===== src/rtl/hazard_pkg.sv =====
// Shared constants and types for the pipeline hazard / forwarding controller.
package hazard_pkg;

  localparam int REG_AW_DEF = 5;

  typedef logic [1:0] fwd_sel_t;

  localparam fwd_sel_t FWD_RF  = 2'b00;
  localparam fwd_sel_t FWD_WB  = 2'b01;
  localparam fwd_sel_t FWD_MEM = 2'b10;

endpackage


===== src/rtl/sat_counter.sv =====
// Saturating up-counter with synchronous clear (clear wins over increment).
module sat_counter #(
  parameter int W = 32
) (
  input  logic         clk,
  input  logic         rst_n,
  input  logic         clr,
  input  logic         inc,
  output logic [W-1:0] q
);

  // Count up on inc, hold at all-ones, clear on request.
  always_ff @(posedge clk or negedge rst_n) begin
    if (!rst_n) begin
      q <= '0;
    end else if (clr) begin
      q <= '0;
    end else if (inc && (q != '1)) begin
      q <= q + W'(1);
    end
  end

endmodule


===== src/rtl/hazard_scoreboard.sv =====
// Hazard, stall and forwarding controller for the 5-stage pipeline, with a
// busy scoreboard for the multi-cycle multiply/divide unit.
// Optional stall performance counters are built when HAZARD_PERF_EN is defined;
// otherwise the counter ports read 0 and perf_clr is ignored.
module hazard_scoreboard
  import hazard_pkg::*;
#(
  parameter int REG_AW = REG_AW_DEF,
  parameter int MD_LAT = 4,
  parameter int CNT_W  = 32
) (
  input  logic              clk,
  input  logic              rst_n,
  input  logic [REG_AW-1:0] rs_d,
  input  logic [REG_AW-1:0] rt_d,
  input  logic              use_rs_d,
  input  logic              use_rt_d,
  input  logic              branch_d,
  input  logic              md_start_d,
  input  logic              md_read_d,
  input  logic [REG_AW-1:0] rs_e,
  input  logic [REG_AW-1:0] rt_e,
  input  logic [REG_AW-1:0] regaddr_e,
  input  logic              regwrite_e,
  input  logic              memtoreg_e,
  input  logic [REG_AW-1:0] regaddr_m,
  input  logic              regwrite_m,
  input  logic              memtoreg_m,
  input  logic [REG_AW-1:0] regaddr_w,
  input  logic              regwrite_w,
  input  logic              perf_clr,
  output logic              stall_pc,
  output logic              stall_decode,
  output logic              flush_exe,
  output logic              fwd_a_d,
  output logic              fwd_b_d,
  output fwd_sel_t          fwd_a_e,
  output fwd_sel_t          fwd_b_e,
  output logic              md_busy,
  output logic [CNT_W-1:0]  cnt_stall,
  output logic [CNT_W-1:0]  cnt_lw,
  output logic [CNT_W-1:0]  cnt_br,
  output logic [CNT_W-1:0]  cnt_md
);

  localparam int MD_W = 4;

  logic            src_e_hit;
  logic            src_m_hit;
  logic            lwstall;
  logic            brstall;
  logic            mdstall;
  logic            stall;
  logic [MD_W-1:0] md_cnt;

  // Register 0 is hardwired to zero, so it never carries a dependency.
  function automatic logic addr_hit(input logic [REG_AW-1:0] src,
                                    input logic [REG_AW-1:0] dst);
    return (src != '0) && (src == dst);
  endfunction

  // EXE operand selects: the younger MEM result wins over WB.
  always_comb begin
    fwd_a_e = FWD_RF;
    fwd_b_e = FWD_RF;
    if (regwrite_m && addr_hit(rs_e, regaddr_m)) begin
      fwd_a_e = FWD_MEM;
    end else if (regwrite_w && addr_hit(rs_e, regaddr_w)) begin
      fwd_a_e = FWD_WB;
    end
    if (regwrite_m && addr_hit(rt_e, regaddr_m)) begin
      fwd_b_e = FWD_MEM;
    end else if (regwrite_w && addr_hit(rt_e, regaddr_w)) begin
      fwd_b_e = FWD_WB;
    end
  end

  // DECODE dependency detection, branch forwarding and stall causes.
  always_comb begin
    src_e_hit = (use_rs_d && addr_hit(rs_d, regaddr_e)) ||
                (use_rt_d && addr_hit(rt_d, regaddr_e));
    src_m_hit = (use_rs_d && addr_hit(rs_d, regaddr_m)) ||
                (use_rt_d && addr_hit(rt_d, regaddr_m));
    // A load in MEM has no data yet, so it cannot feed the branch comparator.
    fwd_a_d   = use_rs_d && addr_hit(rs_d, regaddr_m) && regwrite_m && !memtoreg_m;
    fwd_b_d   = use_rt_d && addr_hit(rt_d, regaddr_m) && regwrite_m && !memtoreg_m;
    lwstall   = memtoreg_e && regwrite_e && src_e_hit;
    brstall   = branch_d && ((regwrite_e && src_e_hit) || (memtoreg_m && src_m_hit));
    mdstall   = (md_start_d || md_read_d) && (md_cnt != '0);
    stall     = lwstall || brstall || mdstall;
  end

  assign stall_pc     = stall;
  assign stall_decode = stall;
  assign flush_exe    = stall;
  assign md_busy      = (md_cnt != '0);

  generate
    if (MD_LAT == 0) begin : g_md_off
      assign md_cnt = '0;
    end else begin : g_md_on
      localparam logic [MD_W-1:0] LAT = MD_W'(MD_LAT);

      // Busy down-counter: loads on an accepted mult/div, then runs to zero.
      // A start while busy is itself stalled, so operations never overlap.
      always_ff @(posedge clk or negedge rst_n) begin
        if (!rst_n) begin
          md_cnt <= '0;
        end else if (md_start_d && !stall) begin
          md_cnt <= LAT;
        end else if (md_cnt != '0) begin
          md_cnt <= md_cnt - MD_W'(1);
        end
      end
    end
  endgenerate

`ifdef HAZARD_PERF_EN
  sat_counter #(.W(CNT_W)) u_cnt_stall (
    .clk   (clk),
    .rst_n (rst_n),
    .clr   (perf_clr),
    .inc   (stall),
    .q     (cnt_stall)
  );

  sat_counter #(.W(CNT_W)) u_cnt_lw (
    .clk   (clk),
    .rst_n (rst_n),
    .clr   (perf_clr),
    .inc   (lwstall),
    .q     (cnt_lw)
  );

  sat_counter #(.W(CNT_W)) u_cnt_br (
    .clk   (clk),
    .rst_n (rst_n),
    .clr   (perf_clr),
    .inc   (brstall),
    .q     (cnt_br)
  );

  sat_counter #(.W(CNT_W)) u_cnt_md (
    .clk   (clk),
    .rst_n (rst_n),
    .clr   (perf_clr),
    .inc   (mdstall),
    .q     (cnt_md)
  );
`else
  logic perf_clr_unused;

  assign perf_clr_unused = perf_clr;
  assign cnt_stall       = '0;
  assign cnt_lw          = '0;
  assign cnt_br          = '0;
  assign cnt_md          = '0;
`endif

endmodule


===== config.mk =====
export PLATFORM = sky130hd
export DESIGN_NAME = hazard_scoreboard
export DESIGN_NICKNAME = d
export VERILOG_FILES = /design/src/rtl/hazard_pkg.sv /design/src/rtl/sat_counter.sv /design/src/rtl/hazard_scoreboard.sv
export SDC_FILE = /design/constraint.sdc
export NUM_CORES = 1
export LEC_CHECK = 0
export ABC_AREA = 1
export BUFFER_PORTS_ARGS = -buffer_cell sky130_fd_sc_hd__buf_2
export CORE_MARGIN = 2
export CORE_UTILIZATION = 42
export CTS_BUF_LIST = sky130_fd_sc_hd__clkbuf_4 sky130_fd_sc_hd__clkbuf_8
export CTS_CLUSTER_DIAMETER = 100
export CTS_CLUSTER_SIZE = 16
export DETAILED_ROUTE_END_ITERATION = 12
export HOLD_SLACK_MARGIN = 0.08
export PLACE_DENSITY = 0.9
export SLEW_MARGIN = 20
export SYNTH_ARGS = -nofsm -noshare
export SYNTH_HDL_FRONTEND = slang
export SYNTH_SLANG_ARGS = --single-unit

===== constraint.sdc =====
create_clock -name clk -period 2 [get_ports clk]
set_input_delay 0.1 -clock clk [delete_from_list [all_inputs] [get_ports clk]]
set_output_delay 0.1 -clock clk [all_outputs]
set_load 0.01 [all_outputs]

==> results.sh, run 1 <==
export IMPL_status="completed"
export IMPL_nets=436
export IMPL_core_area_um2=4444
export IMPL_vias=1683
export IMPL_maxSlewViolCount=0
export IMPL_finalHoldViolations=0
export IMPL_vias_per_cell=3.860
export IMPL_seqPwrFrac=0.180
export IMPL_num_io_pins=186
export IMPL_antenna_cells=0
export IMPL_drc=0
export IMPL_startpoint_type="register"
export IMPL_die_h_um=72.57
export IMPL_drtAntennaViolNets=0
export IMPL_grtUsageTotal=0.1249
export IMPL_antenna_found_initial=0
export IMPL_syn_avg_cell_area_um2=6.038
export IMPL_hp_class="in2async"
export IMPL_die_x_um=72.57
export IMPL_synth_common_cells="buf_4, nand2_1, inv_1"
export IMPL_setup_worst_path_end_class="output port"
export IMPL_finalCoreUtilization=0.4212
export IMPL_p_comb_frac=0.619
export IMPL_htree_levels=1
export IMPL_synth_adder_area_share=0.01267
export IMPL_path_class="reg2out"
export IMPL_seq_area_frac_synth=0.05070
export IMPL_yosys_warnings=0
export IMPL_cp_required_ns=1.90
export IMPL_grt_pass1_vias=1283
export IMPL_path_cells="inv_1, ha_1, nand2_1, nor2_2, inv_1, o21ai_2, nand2_1, buf_2"
export IMPL_synth_simple_area_share=0.2567
export IMPL_vdd_drop_max_mv=0.1674
export IMPL_area_growth_pct=-5.196
export IMPL_cts_tree="yes"
export IMPL_ys_types=29
export IMPL_rows=24
export IMPL_muxShareOfSynthArea=0
export IMPL_synthesis_area_um2=1974
export IMPL_cp_max_fo=6
export IMPL_power_switching_uw=409.2
export IMPL_grt_overflow=0
export IMPL_wl_per_cell_um=8.544
export IMPL_leakage_nw=1.262
export IMPL_syn_inst=327
export IMPL_cts_buffers=3
export IMPL_period_share=0.8174
export IMPL_synth_edff_count=0
export IMPL_fin_crit_ns=1.635
export IMPL_gp_congestion=0.8613
export IMPL_die_area_um2=5266
export IMPL_worst_endpoint_arrival_ns=1.53
export IMPL_synth_seq_cells=4
export IMPL_synth_compound_area_frac=0.05260
export IMPL_skew_ns=0.006974
export IMPL_largest_register="md_cnt"
export IMPL_cts_root_buf="clkbuf_8"
export IMPL_async_flop_share=1.000
export IMPL_crit_path_top_delay_cell="dfrtp_1"
export IMPL_synthTopCellsByArea="buf_4, nand2_1, inv_1, dfrtp_1, xnor2_1"
export IMPL_port_buffers=56
export IMPL_dp_hpwl_mm=3.368
export IMPL_cts_setup_buffers=0
export IMPL_synth_top_area_frac=0.4943
export IMPL_synth_xor_area_share=0.05323
export IMPL_grt_pass1_wl_mm=5.430
export IMPL_clkLatencyLatePin_ns=0.22
export IMPL_largest_register_ffs=4
export IMPL_finalSetupViolCount=0
export IMPL_maxCapViolations=0
export IMPL_synth_top_flop_cell="dfrtp_1"
export IMPL_drt_iter0_drc=42
export IMPL_yosysTopAreaCell="buf_4"
export IMPL_slowest_delay_ns=0.37
export IMPL_fmax_mhz=611.7
export IMPL_clock_power_share=0.200
export IMPL_tns_ns=0
export IMPL_r2r_slack_ns=0.56
export IMPL_fin_cells=436
export IMPL_p_per_area_nw_per_um2=452.7
export IMPL_grt_max_degree=7
export IMPL_drive_gt1_frac=0.1849
export IMPL_dpl_cell_count=432
export IMPL_initial_core_util=0.4443
export IMPL_p_int_uw=438.3
export IMPL_yosysMostFrequentCell="buf_4"
export IMPL_top_regs="md_cnt x4"
export IMPL_switching_share=0.4828
export IMPL_first_pass_iters=4
export IMPL_rsz0062_at_grt="false"
export IMPL_synth_top_family_by_area="buffers and inverters"
export IMPL_clockBufferDepth=2
export IMPL_wirelength_mm=3.725
export IMPL_path_clk_slew_ns=0.04
export IMPL_numClockSinks=4
-- logic make-up (layout without fill, tap and decap cells) --
logic type	after synthesis	in the layout
other	1	128
flip-flops	4	4
XOR/XNOR	12	12
buffers and inverters	171	101
AND/OR/NAND/NOR	120	120
AO/OA/AOI/OAI	17	17
adder cells (fa/ha/maj)	2	2
-- final cells by class --
cell class / instances / area, um2
Clock buffer: 3 / 41.29
Fill cell: 490 / 2572
Inverter: 41 / 153.9
Multi-Input combinational cell: 279 / 1221
Sequential cell: 4 / 100.1
Tap cell: 52 / 65.06
Timing Repair Buffer: 57 / 290.3
-- critical path: cells and delay by family, from the launching register on --
| family | cells | cell delay [ns] |
|---|---|---|
| AO/OA/AOI/OAI | 1 | 0.09 |
| adder cells (fa/ha/maj) | 1 | 0.16 |
| buffers and inverters | 3 | 0.38 |
| flip-flops | 1 | 0.37 |
| AND/OR/NAND/NOR | 3 | 0.33 |
-- path summary, 6_finish.rpt --
| path | end | start | cells after the start |
|---|---|---|---|
| max in group asynchronous | md_cnt[2] | rst_n | 2 |
| setup / recovery | stall_decode | md_cnt[0] | 8 |
| hold / removal | md_cnt[3] | rst_n | 2 |
| setup reg to reg | md_cnt[0] | md_cnt[0] | 9 |
| hold reg to reg | md_cnt[1] | md_cnt[1] | 2 |
| min in group clk | md_cnt[2] | md_start_d | 3 |
-- repair_timing --
action	in CTS	in global routing
endpoints found under the hold margin	4	0
hold buffers	1	0
gates resized for setup	0	0
-- power groups by stage --
stage	registers [mW]	clock network, mW	logic, mW
2_1_floorplan	0.149	0	0.582
4_1_cts	0.154	0.173	0.524
5_1_grt	0.160	0.177	0.607
6_report	0.153	0.170	0.525
3_3_place_gp	0.153	0	0.506
3_5_place_dp	0.155	0	0.520
-- layout by cell type (no fill, tap or decap), drive strengths merged --
cell,Yosys,layout
o21ai,5,5
buf,130,56
conb,1,128
clkinv,2,2
xnor2,7,7
ha,2,2
o221ai,1,1
nor4,2,2
xor2,5,5
or2,2,2
nand4,3,3
nand2,79,79
nor3,4,4
dfrtp,4,4
o2111ai,1,1
clkbuf,0,3
o211ai,2,2
a21oi,6,6
inv,39,39
nor2,17,17
dlygate4sd3,0,1
and3,1,1
o22ai,2,2
nand3,12,12
-- per-stage QoR --
step / hold WS [ns] / instance area (um2) / total power, mW / worst slack, ns
2_1_floorplan: -0.1956 / 2451 / 0.7316 / 0.5947
3_3_place_gp: -0.09104 / 1821 / 0.6591 / 0.5939
3_5_place_dp: -0.08776 / 1821 / 0.6743 / 0.5520
4_1_cts: 0.2158 / 1872 / 0.8515 / 0.3451
5_1_grt: 0.2370 / 1872 / 0.9444 / 0.1958
6_report: 0.2159 / 1872 / 0.8475 / 0.3652
-- routing by layer --
| layer | routed length (um) | vias up | track usage |
|---|---|---|---|
| li1 | - | 853 | - |
| met5 | 0 | - | 0 |
| met1 | 1533 | 724 | 0.1614 |
| met2 | 1833 | 100 | 0.2212 |
| met3 | 288 | 6 | 0.008333 |
| met4 | 69 | 0 | 0.03704 |
Note: power is estimated with default switching activity, not from simulation.
==> run 2: changes to the inputs <==
--- a/config.mk
+++ b/config.mk
@@ -8,13 +8,13 @@
 export ABC_AREA = 1
 export BUFFER_PORTS_ARGS = -buffer_cell sky130_fd_sc_hd__buf_2
 export CORE_MARGIN = 2
-export CORE_UTILIZATION = 42
+export CORE_UTILIZATION = 39
 export CTS_BUF_LIST = sky130_fd_sc_hd__clkbuf_4 sky130_fd_sc_hd__clkbuf_8
 export CTS_CLUSTER_DIAMETER = 100
 export CTS_CLUSTER_SIZE = 16
 export DETAILED_ROUTE_END_ITERATION = 12
 export HOLD_SLACK_MARGIN = 0.08
-export PLACE_DENSITY = 0.9
+export PLACE_DENSITY = 0.85
 export SLEW_MARGIN = 20
 export SYNTH_ARGS = -nofsm -noshare
 export SYNTH_HDL_FRONTEND = slang
==> constraint.sdc (replaced) <==
create_clock -name clk -period 1.6 [get_ports clk]
set_input_delay 0.08 -clock clk [delete_from_list [all_inputs] [get_ports clk]]
set_output_delay 0.08 -clock clk [all_outputs]
set_load 0.01 [all_outputs]
==> run 2 against run 1 <==
Effect of this change: critical endpoint is now flush_exe; power rose by 37%; largest cell class unchanged; clock power up 21%; combinational power rose by 43%; design area up 2.6%; first-iteration DRC count grew 64%; largest power group unchanged.
==> results.sh, run 2 (same netlist as run 1, synthesis figures left out) <==
export IMPL_status="completed"
export IMPL_final_cell_mix="conb_1, nand2_1, buf_2"
export IMPL_wirelength_mm=3.889
export IMPL_core_area_um2=4817
export IMPL_fmax_mhz=669.5
export IMPL_grt_pass1_vias=1330
export IMPL_startpoint_type="register"
export IMPL_numClockSinks=4
export IMPL_clockBufferDepth=2
export IMPL_crit_path_top_delay_cell="dfrtp_1"
export IMPL_hp_class="in2async"
export IMPL_drc=0
export IMPL_num_io_pins=186
export IMPL_area_growth_pct=-2.725
export IMPL_cts_root_buf="clkbuf_8"
export IMPL_fin_crit_ns=1.494
export IMPL_finalSetupViolCount=0
export IMPL_vdd_drop_max_mv=0.3682
export IMPL_crit_family="flip-flops"
export IMPL_period_share=0.9335
export IMPL_first_pass_iters=5
export IMPL_cts_buffers=3
export IMPL_largest_register="md_cnt"
export IMPL_grt_overflow=0
export IMPL_cp_required_ns=1.52
export IMPL_htree_levels=1
export IMPL_path_clk_slew_ns=0.03
export IMPL_rows=25
export IMPL_fillerInstances=541
export IMPL_place_area_um2=1839
export IMPL_path_cells="inv_2, ha_1, nand2_1, nor2_4, inv_1, o21ai_2, nand2_2, buf_2"
export IMPL_grt_pass1_wl_mm=5.264
export IMPL_p_per_area_nw_per_um2=604.3
export IMPL_drive_gt1_frac=0.1990
export IMPL_antenna_found_initial=0
export IMPL_critPathBufInv=3
export IMPL_maxSlewViolCount=0
export IMPL_finalCoreUtilization=0.3987
export IMPL_finalHoldViolations=0
export IMPL_vias_per_cell=3.762
export IMPL_layout_commonest_cell="conb_1"
export IMPL_die_x_um=75.15
export IMPL_port_buffers=56
export IMPL_path_class="reg2out"
export IMPL_drt_iter0_drc=69
export IMPL_leakage_nw=1.274
export IMPL_dpl_cell_count=447
export IMPL_register_area_um2=100.1
export IMPL_fin_cells=454
export IMPL_grt_max_degree=7
export IMPL_worst_endpoint_arrival_ns=1.41
export IMPL_cp_max_fo=4
export IMPL_die_area_um2=5648
export IMPL_grtUsageTotal=0.1172
export IMPL_slowest_delay_ns=0.39
export IMPL_skew_ns=0.001713
export IMPL_gp_congestion=0.8777
export IMPL_initial_core_util=0.4099
export IMPL_nets=439
export IMPL_die_h_um=75.15
export IMPL_largest_register_ffs=4
export IMPL_antenna_cells=0
export IMPL_tns_ns=0
export IMPL_fin_area_um2=1921
export IMPL_wl_per_cell_um=8.566
export IMPL_cts_tree="yes"
export IMPL_clkLatencyLatePin_ns=0.21
export IMPL_top_regs="md_cnt x4"
export IMPL_maxCapViolations=0
export IMPL_dp_hpwl_mm=3.474
export IMPL_vias=1708
export IMPL_drtAntennaViolNets=0
export IMPL_setup_worst_path_end_class="output port"
export IMPL_multi_input_area_um2=1229
[run 2: cell count changes in the layout (fill, tap and decap cells not counted)]
cell and change:
buf_4 +3, inv_1 -2, inv_2 +2, nand2_1 -1, nand2_2 +1, nor2_2 -1, nor2_4 +1
[run 2: final timing paths]
check                           cells after the start  startpoint  slack [ns]         to
worst max-delay path                                8   md_cnt[0]        0.11  flush_exe
worst max register to register                      9   md_cnt[0]        0.20  md_cnt[0]
max in group asynchronous                           2       rst_n        1.29  md_cnt[0]
min in group clk                                    3  md_start_d        0.22  md_cnt[2]
worst min-delay path                                2       rst_n        0.19  md_cnt[2]
worst min register to register                      2   md_cnt[1]        0.54  md_cnt[1]
[run 2: cell type report]
cell class	instances	area share
sequential	4	0.05212
tap	67	0.04365
inverter	41	0.08013
timing repair buffer	60	0.1629
multi-input combinational	279	0.6397
clock buffer	3	0.02150
[run 2: worst reg2reg max path, cell delays in order (launching register included)]
cell,delay [ns]
dfrtp_1,0.39
inv_2,0.09
ha_1,0.14
nand2_1,0.09
nor2_4,0.12
inv_1,0.08
o21ai_2,0.08
nand3_2,0.13
nand3_1,0.10
nand2_1,0.07
[run 2: per-layer routing]
metal,wire length [um],GRT usage,up-vias
li1,-,-,857
met1,1479,0.1457,730
met2,1932,0.2115,117
met3,436,0.01606,4
met4,40,0.03119,0
met5,0,0,-
[run 2: power by group]
group | internal [mW] | switching, mW | total, mW
clock network | 0.160 | 0.0449 | 0.205
logic | 0.281 | 0.468 | 0.749
registers | 0.158 | 0.0493 | 0.207
total | 0.599 | 0.562 | 1.16
[run 2: repair_timing]
action	in CTS	in global routing
pin swaps	0	1
gates resized for setup	1	3
endpoints found under the hold margin	4	0
hold buffers	1	0
buffers inserted	0	3
cloned	0	0
setup endpoints to repair	3	3
[run 2: per-stage QoR]
step	hold slack, ns	power [mW]	setup slack, ns
2_1_floorplan	-0.2156	0.9145	0.2147
3_3_place_gp	-0.1144	0.8307	0.2193
3_5_place_dp	-0.1144	0.8679	0.1312
4_1_cts	0.1950	1.093	0.01393
5_1_grt	0.1963	1.291	-0.02086
6_report	0.1917	1.161	0.1064
